===== src/rtl/madd_sched_pkg.sv =====
// ============================================================================
// Module      : madd_sched_pkg
// Description : Shared constants, ID-width helper and result-FIFO entry type
//               for the multiply-add issue scheduler.
// Revision    : 1.0 - initial release
// ============================================================================
`default_nettype none

package madd_sched_pkg;

    localparam int c_DATA_W   = 32;
    localparam int c_ID_MAX_W = 3;

    function automatic int id_width(input int n);
        return (n <= 2) ? 1 : $clog2(n);
    endfunction

    // id is sized for the largest requester count; narrower builds zero-extend.
    typedef struct packed {
        logic [c_DATA_W-1:0]   z;
        logic [c_ID_MAX_W-1:0] id;
    } fifo_entry_t;

endpackage

`default_nettype wire


===== src/rtl/madd_sched_fifo.sv =====
// ============================================================================
// Module      : madd_sched_fifo
// Description : Synchronous DEPTH-entry result FIFO with push/pop/full/empty/count.
// Revision    : 1.0 - initial release
// ============================================================================
`default_nettype none

module madd_sched_fifo
    import madd_sched_pkg::*;
#(
    parameter int  DEPTH = 4,
    localparam int c_PW  = $clog2(DEPTH),
    localparam int c_CW  = $clog2(DEPTH + 1)
) (
    input  logic            clk,
    input  logic            rst,
    input  logic            i_push,
    input  fifo_entry_t     i_data,
    input  logic            i_pop,
    output fifo_entry_t     o_data,
    output logic            o_full,
    output logic            o_empty,
    output logic [c_CW-1:0] o_count
);

    fifo_entry_t     r_mem [DEPTH];
    logic [c_PW-1:0] r_wptr;
    logic [c_PW-1:0] r_rptr;
    logic [c_CW-1:0] r_count;
    logic            w_pop;

    assign o_full  = (r_count == c_CW'(DEPTH));
    assign o_empty = (r_count == '0);
    assign o_count = r_count;
    assign o_data  = r_mem[r_rptr];
    assign w_pop   = i_pop & ~o_empty;

    always_ff @(posedge clk) begin
        if (rst) begin
            for (int i = 0; i < DEPTH; i++) begin
                r_mem[i] <= '0;
            end
            r_wptr  <= '0;
            r_rptr  <= '0;
            r_count <= '0;
        end else begin
            if (i_push) begin
                r_mem[r_wptr] <= i_data;
                r_wptr        <= (r_wptr == c_PW'(DEPTH - 1)) ? '0 : r_wptr + 1'b1;
            end
            if (w_pop) begin
                r_rptr <= (r_rptr == c_PW'(DEPTH - 1)) ? '0 : r_rptr + 1'b1;
            end
            if (i_push && !w_pop) begin
                r_count <= r_count + 1'b1;
            end else if (!i_push && w_pop) begin
                r_count <= r_count - 1'b1;
            end
        end
    end

    // A push into a full FIFO is only legal when the head leaves in the same cycle.
    always_ff @(posedge clk) begin
        if (!rst) begin
            assert (!(i_push && o_full && !w_pop));
        end
    end

endmodule

`default_nettype wire


===== src/rtl/madd_sched.sv =====
// ============================================================================
// Module      : madd_sched
// Description : Arbitrates NREQ requesters into an external 2-stage MADD unit
//               and returns results with requester ID through a credited FIFO.
//               Define MADD_SCHED_RR_EN for round-robin, else fixed priority.
// Revision    : 1.0 - initial release
// ============================================================================
`default_nettype none

module madd_sched
    import madd_sched_pkg::*;
#(
    parameter int  NREQ  = 4,
    parameter int  DEPTH = 4,
    localparam int ID_W  = id_width(NREQ),
    localparam int CNT_W = $clog2(DEPTH + 1)
) (
    input  logic                     CLK,
    input  logic                     RST,
    input  logic [NREQ-1:0]          req_valid,
    output logic [NREQ-1:0]          req_ready,
    input  logic [NREQ*c_DATA_W-1:0] req_a,
    input  logic [NREQ*c_DATA_W-1:0] req_b,
    input  logic [NREQ*c_DATA_W-1:0] req_c,
    output logic                     resp_valid,
    input  logic                     resp_ready,
    output logic [c_DATA_W-1:0]      resp_z,
    output logic [ID_W-1:0]          resp_id,
    output logic [c_DATA_W-1:0]      madd_a,
    output logic [c_DATA_W-1:0]      madd_b,
    output logic [c_DATA_W-1:0]      madd_c,
    input  logic [c_DATA_W-1:0]      madd_z
);

    logic [c_DATA_W-1:0] r_madd_a, r_madd_b, r_madd_c, r_c_hold;
    logic                r_s1_v, r_s2_v;
    logic [ID_W-1:0]     r_s1_id, r_s2_id;
    logic [CNT_W-1:0]    r_cnt;
    logic [ID_W-1:0]     w_win;
    logic                w_any, w_issue, w_pop, w_full, w_empty;
    logic [CNT_W-1:0]    w_fifo_count;
    fifo_entry_t         w_push_data, w_head;

`ifdef MADD_SCHED_RR_EN
    logic [ID_W-1:0]     r_ptr;

    // Descending scan so the last hit is the first valid at or after the pointer.
    always_comb begin
        w_any = 1'b0;
        w_win = '0;
        for (int k = NREQ - 1; k >= 0; k--) begin
            if (req_valid[(int'(r_ptr) + k) % NREQ]) begin
                w_any = 1'b1;
                w_win = ID_W'((int'(r_ptr) + k) % NREQ);
            end
        end
    end

    always_ff @(posedge CLK) begin
        if (RST) begin
            r_ptr <= '0;
        end else if (w_issue) begin
            r_ptr <= (w_win == ID_W'(NREQ - 1)) ? '0 : w_win + 1'b1;
        end
    end
`else
    always_comb begin
        w_any = 1'b0;
        w_win = '0;
        for (int k = NREQ - 1; k >= 0; k--) begin
            if (req_valid[k]) begin
                w_any = 1'b1;
                w_win = ID_W'(k);
            end
        end
    end
`endif

    assign w_issue   = w_any && (r_cnt < CNT_W'(DEPTH)) && !RST;
    assign req_ready = w_issue ? (NREQ'(1) << w_win) : '0;
    assign w_pop     = resp_valid & resp_ready;

    // C trails A/B by one stage because the unit consumes it after its carry-save latch.
    always_ff @(posedge CLK) begin
        if (RST) begin
            r_madd_a <= '0;
            r_madd_b <= '0;
            r_madd_c <= '0;
            r_c_hold <= '0;
            r_s1_v   <= 1'b0;
            r_s2_v   <= 1'b0;
            r_s1_id  <= '0;
            r_s2_id  <= '0;
            r_cnt    <= '0;
        end else begin
            if (w_issue) begin
                r_madd_a <= req_a[c_DATA_W*w_win +: c_DATA_W];
                r_madd_b <= req_b[c_DATA_W*w_win +: c_DATA_W];
                r_c_hold <= req_c[c_DATA_W*w_win +: c_DATA_W];
                r_s1_id  <= w_win;
            end else begin
                r_madd_a <= '0;
                r_madd_b <= '0;
            end
            r_s1_v   <= w_issue;
            r_madd_c <= r_s1_v ? r_c_hold : '0;
            r_s2_v   <= r_s1_v;
            r_s2_id  <= r_s1_id;
            if (w_issue && !w_pop) begin
                r_cnt <= r_cnt + 1'b1;
            end else if (!w_issue && w_pop) begin
                r_cnt <= r_cnt - 1'b1;
            end
        end
    end

    assign madd_a = r_madd_a;
    assign madd_b = r_madd_b;
    assign madd_c = r_madd_c;

    assign w_push_data = '{z: madd_z, id: c_ID_MAX_W'(r_s2_id)};

    madd_sched_fifo #(
        .DEPTH (DEPTH)
    ) u_fifo (
        .clk     (CLK),
        .rst     (RST),
        .i_push  (r_s2_v),
        .i_data  (w_push_data),
        .i_pop   (w_pop),
        .o_data  (w_head),
        .o_full  (w_full),
        .o_empty (w_empty),
        .o_count (w_fifo_count)
    );

    assign resp_valid = ~w_empty;
    assign resp_z     = w_head.z;
    assign resp_id    = ID_W'(w_head.id);

    always_ff @(posedge CLK) begin
        if (!RST) begin
            assert (r_cnt <= CNT_W'(DEPTH) && w_fifo_count <= r_cnt);
            assert (!(r_s2_v && w_full && !w_pop));
        end
    end

endmodule

`default_nettype wire

===== config.mk =====
export PLATFORM = sky130hd
export DESIGN_NAME = madd_sched
export DESIGN_NICKNAME = d
export VERILOG_FILES = /design/src/rtl/madd_sched_pkg.sv /design/src/rtl/madd_sched_fifo.sv /design/src/rtl/madd_sched.sv
export SDC_FILE = /design/constraint.sdc
export NUM_CORES = 1
export LEC_CHECK = 0
export CAP_MARGIN = 20
export CORE_AREA = 8 8 213 215
export DETAILED_ROUTE_END_ITERATION = 7
export DIE_AREA = 0 0 221 223
export PLACE_DENSITY_LB_ADDON = 0.05
export SETUP_SLACK_MARGIN = 0.5
export SLEW_MARGIN = 10
export SYNTH_ARGS = -nofsm -noshare
export SYNTH_HDL_FRONTEND = slang
export SYNTH_SLANG_ARGS = --single-unit

===== constraint.sdc =====
create_clock -name CLK -period 6.7 [get_ports CLK]
set_input_delay 1.34 -clock CLK [delete_from_list [all_inputs] [get_ports CLK]]
set_output_delay 1.34 -clock CLK [all_outputs]
set_load 0.05 [all_outputs]

### Yosys cells after proc, flatten, opt, wreduce, memory -nomap -nowiden

Memory sizes are Yosys's and may differ from the RTL's. A register that Yosys moved wholly into a read port is not among the register bits.
Cells that the tools add are included.
Widths: inputs -> output; s select.

| cells by class | value |
|---|---|
| add/subtract/negate cells | 6 |
| magnitude comparators | 1 |
| multiplexer cells | 25 |
| eq/ne operators | 2 |
| reduce and logical (&&, ||, !) cells | 17 |
| shift-type cells | 4 |
| bitwise gates (word level) | 5 |

Operators with widths:

| operator | count |
|---|---|
| $shiftx 128x8->32 | 3 |
| $mux 34 | 1 |
| $reduce_or 34->1 | 1 |
| $mux 2 | 9 |
| $mux 3 | 4 |
| $mux 1 | 10 |
| $add 3x1->3 const B | 2 |
| $logic_and 1x1->1 | 6 |
| $sub 3x1->3 const B | 2 |
| $logic_not 1->1 | 5 |
| $add 2x1->2 const B | 2 |
| $eq 2x2->1 const B | 2 |
| $mux 4 | 1 |
| $reduce_bool 2->1 | 2 |
| $reduce_or 2->1 | 2 |
| $shl 1x2->4 const A | 1 |
| $logic_not 3->1 | 1 |
| $lt 3x3->1 const B | 1 |
| $not 1->1 | 3 |
| $and 1x1->1 | 2 |

| storage, ports and cells | value |
|---|---|
| register bits | 144 |
| output and inout port bits | 135 |
| RAM bits | 136 |
| word-level logic and storage cells | 73 |
| memories | 1 |

Memory list:

| name | words | width | read ports | clocked after memory_dff | wr ports | line | RTL |
|---|---|---|---|---|---|---|---|
| u_fifo.r_mem | 4 | 34 | 1 | 1 | 4 | madd_sched_fifo.sv:26 | `fifo_entry_t r_mem [DEPTH];` |

### Logic depth before layout (Yosys ltp)

| logic depth | value |
|---|---|
| word-level depth | 10 |
| gate-level depth with buffers | 12 |
| depth with buffers taken out | 9 |

### Modules after synthesis

Synthesis repeated with hierarchy kept, for this count alone.

| unflattened totals | value |
|---|---|
| cell total of the unflattened synthesis | 1,089 |
| area, all modules | 12,861.1 um2 |

By module, submodules not included:

| module | area each (um2) | instances | cells an instance |
|---|---|---|---|
| madd_sched_fifo | 6,502.5 | 1 | 380 |
| madd_sched | 6,358.6 | 1 | 709 |

### Worst setup path after synthesis

OpenSTA, ideal clock, no wires.

| path | value |
|---|---|
| path type | in2out |
| start | in req_valid[0] |
| end | out req_ready[0] |
| data required time | 5.360 ns |
| data arrival time | 3.051 ns |
| buffers on the path | 3 |
| slack | 2.309 ns |
| cell stages on the path | 5 |
| cell sequence | buf_2 > buf_2 > inv_1 > buf_2 > nor3_1 |

| on the way | value |
|---|---|
| cells in the longest elaborated chain, start to end | 4 |
| elaborated cells on any way between the ends | 6 |

Ends and longest elaborated chain:

| element | line | RTL |
|---|---|---|
| start: declaration | madd_sched.sv:20 | `input logic [NREQ-1:0] req_valid,` |
| $mux 1 | madd_sched.sv:71 | `if (req_valid[k]) begin` |
| $logic_and 1x1->1 (2 in a row) | madd_sched.sv:79 | `assign w_issue = w_any && (r_cnt < CNT_W'(DEPTH)) && !RST;` |
| $mux 4 * | madd_sched.sv:80 | `assign req_ready = w_issue ? (NREQ'(1) << w_win) : '0;` |
| end: declaration | madd_sched.sv:21 | `output logic [NREQ-1:0] req_ready,` |

Mark *: on every way between the ends. The rest lies on a longest branch, timed or not.

### Worst setup path after layout

| path | value |
|---|---|
| start | in req_valid[2] |
| end | out req_ready[3] |

| on the way | value |
|---|---|
| cells in the longest elaborated chain, start to end | 6 |
| elaborated cells on any way between the ends | 10 |

Ends and longest elaborated chain:

| element | line |
|---|---|
| $mux 1 (3 in a row) | madd_sched.sv:71 |
| $logic_and 1x1->1 (2 in a row) | madd_sched.sv:79 |
| $mux 4 * | madd_sched.sv:80 |

Marked as above.

==> results.yml <==
run_status:
  status: "complete, no violations"
synth:
  ys_top_cells_by_area: "edfxtp_1, dfxtp_1, and2_1"
  synth_area_sq_mm: 0.0126
  synthAdderAreaFrac: 0.00717
  synthMuxAreaShare: 0.0650
  seq_area_frac_synth: 0.558
  synth_top_area_cell: "edfxtp_1"
  syn_nets: 1512
  synth_top_family_by_area: "compound AO/OA/AOI/OAI gates"
  synth_top_area_frac: 0.325
  netlist_instances: 1083
  synthFlopType: "dfxtp_1"
  ys_seq_elements: 282
  synth_edf_count: 136
  async_flop_share: 0
  ys_warn_count: 0
  synth_cell_types: 43
  synth.most_common_cell: "and2_1"
  synth_xor_area_frac: 0.00279
  synth_common_cells: "and2_1, dfxtp_1, edfxtp_1, o21ai_0, a22oi_1"
  synth_compound_area_frac: 0.186
  avgSynthCellArea_sq_um: 11.6
  synthSimpleGateAreaFrac: 0.137
floorplan:
  dieArea_sq_mm: 0.0493
  num_rows: 76
  die_w_um: 221
  ios: 558
  coreArea_sq_mm: 0.0423
  die_h_um: 223
  start_util: 0.297
sta:
  setup_viol: 0
  maxSlewViolCount: 0
  max_freq_mhz: 197
  fin_tns_setup_ps: 0
  hold-worst-slack_ps: 454
  max-slew-margin-rel: 0.298
  finalCritPeriodShare: 0.756
  fin_crit_ps: 5070
  worst_pin_slew_ps: 1050
  rsz0062_at_grt: "false"
  skew_ps: 12.1
  hold_viol_final: 0
placed_design:
  hpwl_mm: 42.7
  place_congestion: 0.876
  io_buffers: 557
clock_tree:
  clk_root_buffer_cell: "clkbuf_16"
  cts_buffers: 35
  cts_resized: 0
  cts_tree: "yes"
  clk_pin_slew_ps: 60
  cts.sinks: 282
  clock_latency_ps: 530
  cts_buffer_depth: 3
  post_cts_buffers: 0
  cts_hold_buf: 0
  htreeDepth: 2
pwr:
  clockPowerShare: 0.324
  pwr-share-comb: 0.314
  sequentialPowerShare: 0.362
  power.switching_w: 0.00193
  switching_share: 0.333
  ir_worst_vdd_v: 0.000144
  p_per_area_mw_per_mm2: 295
  cellLeakagePower_nw: 6.95
  p_int_w: 0.00387
global_routing:
  overflow: 0
  grt_pass1_wl_mm: 84.0
  grt_start_max_net_pins: 84
  antenna_found_initial: 7
  grt_usage: 0.228
  grt_pass1_vias: 11800
route:
  ant_nets: 0
  drc: 0
  finalWirelength_mm: 59.0
  route.vias.total: 11300
  drt_iter0_markers: 773
  dr.pass1.iters: 7
  wire_per_inst_um: 27.3
  routed_via_density: 5.21
setup_path:
  crit_arrival_ps: 3730
  worst-path-max-fanout: 34
  worstSetupEndpointType: "primary output"
  startpoint: "req_valid[2]"
  critical_path_class: "primary input to primary output"
  r2r-start: "r_s2_v"
  crit_required_ps: 5360
  start_kind: "primary input"
cells_and_area:
  drive_above_1_share: 0.0801
  syn2layout_area_growth_pct: 56.6
  fin_nets: 2014
min_path:
  hp-start: "r_s1_id[0]"
  hp-class: "flip-flop to flip-flop"
run:
  maxCapViolations: 0
==> area by class of cell <==
type | instances | area [sq um]
Clock inverter | 15 | 136
Fill cell | 3998 | 22600
Sequential cell | 282 | 7010
Tap cell | 546 | 683
Multi-Input combinational cell | 678 | 5050
Timing Repair Buffer | 580 | 5750
Clock buffer | 48 | 997
Inverter | 8 | 30.0
Antenna cell | 4 | 10.0
==> per-stage QoR <==
stage	total power [W]	setup WS [ps]	util	instance area, sq um	instances
after floorplan	0.00320	2310	-	12600	1083
after global placement	0.00397	1630	0.437	18500	2093
after detailed placement	0.00398	1640	0.438	18500	2094
after CTS	0.00589	1630	0.465	19700	2157
after global routing	0.00605	1550	0.465	19700	2160
final	0.00581	1630	0.465	19700	2161
==> kinds of logic after synthesis <==
group	after synthesis
xor gates and xnor gates	4
DFF	282
buffers and inverters	123
adders and majority gates	6
muxes	39
AOI/OAI and AO/OA	354
and+or+nand+nor	275
==> flip-flops by register name, summed over array words and instances, names as in the netlist, named ones only <==
| signal | count |
|---|---|
| u_fifo.r_mem | 136 |
| madd_a | 32 |
| madd_b | 32 |
| madd_c | 32 |
| r_c_hold | 32 |
| r_cnt | 3 |
| u_fifo.o_count | 3 |
| r_s1_id | 2 |
| r_s2_id | 2 |
| u_fifo.r_rptr | 2 |
| u_fifo.r_wptr | 2 |
| r_s1_v | 1 |
| r_s2_v | 1 |
==> worst max-delay path, cell delays in order <==
cell and delay [ps]:
clkdlybuf4s50_1 640, or4_1 560, buf_4 270, and3_1 200
clkdlybuf4s50_1 710
==> routing by layer <==
layer,share of wire,track usage,routed length [um],vias up
li1,-,-,-,5205
met1,0.38,0.255,22600,5554
met2,0.52,0.419,30900,416
met3,0.066,0.0607,3910,79
met4,0.026,0.0687,1550,8
met5,0.00097,0,57,-
==> power groups by stage <==
stage | clock network (W) | registers, W | logic, W
after global placement | 0 | 0.00213 | 0.00184
after floorplan | 0 | 0.00230 | 0.000892
after detailed placement | 0 | 0.00214 | 0.00184
after CTS | 0.00194 | 0.00210 | 0.00185
final | 0.00188 | 0.00210 | 0.00182
after global routing | 0.00200 | 0.00212 | 0.00193
==> cells in the final DEF, fill, tap and decap left out, types with 23 or more instances in the layout <==
| cell | instances |
|---|---|
| a21o_1 | 23 |
| a21oi_1 | 37 |
| a22oi_1 | 73 |
| a31oi_1 | 64 |
| and2_1 | 168 |
| buf_4 | 23 |
| clkbuf_16 | 37 |
| clkdlybuf4s50_1 | 554 |
| dfxtp_1 | 144 |
| edfxtp_1 | 136 |
| mux4_2 | 34 |
| nand4_1 | 64 |
| o21ai_0 | 76 |
==> worst paths after layout <==
kind,to,slack (ps),cells after the start
worst max-delay path,req_ready[3],1630,5
worst max register to register,u_fifo.r_mem[0][21],4170,4
worst min-delay path,r_s2_id[0],450,2
worst min register to register,r_s2_id[0],450,2
No activity file was read; power rests on OpenSTA's default activity.
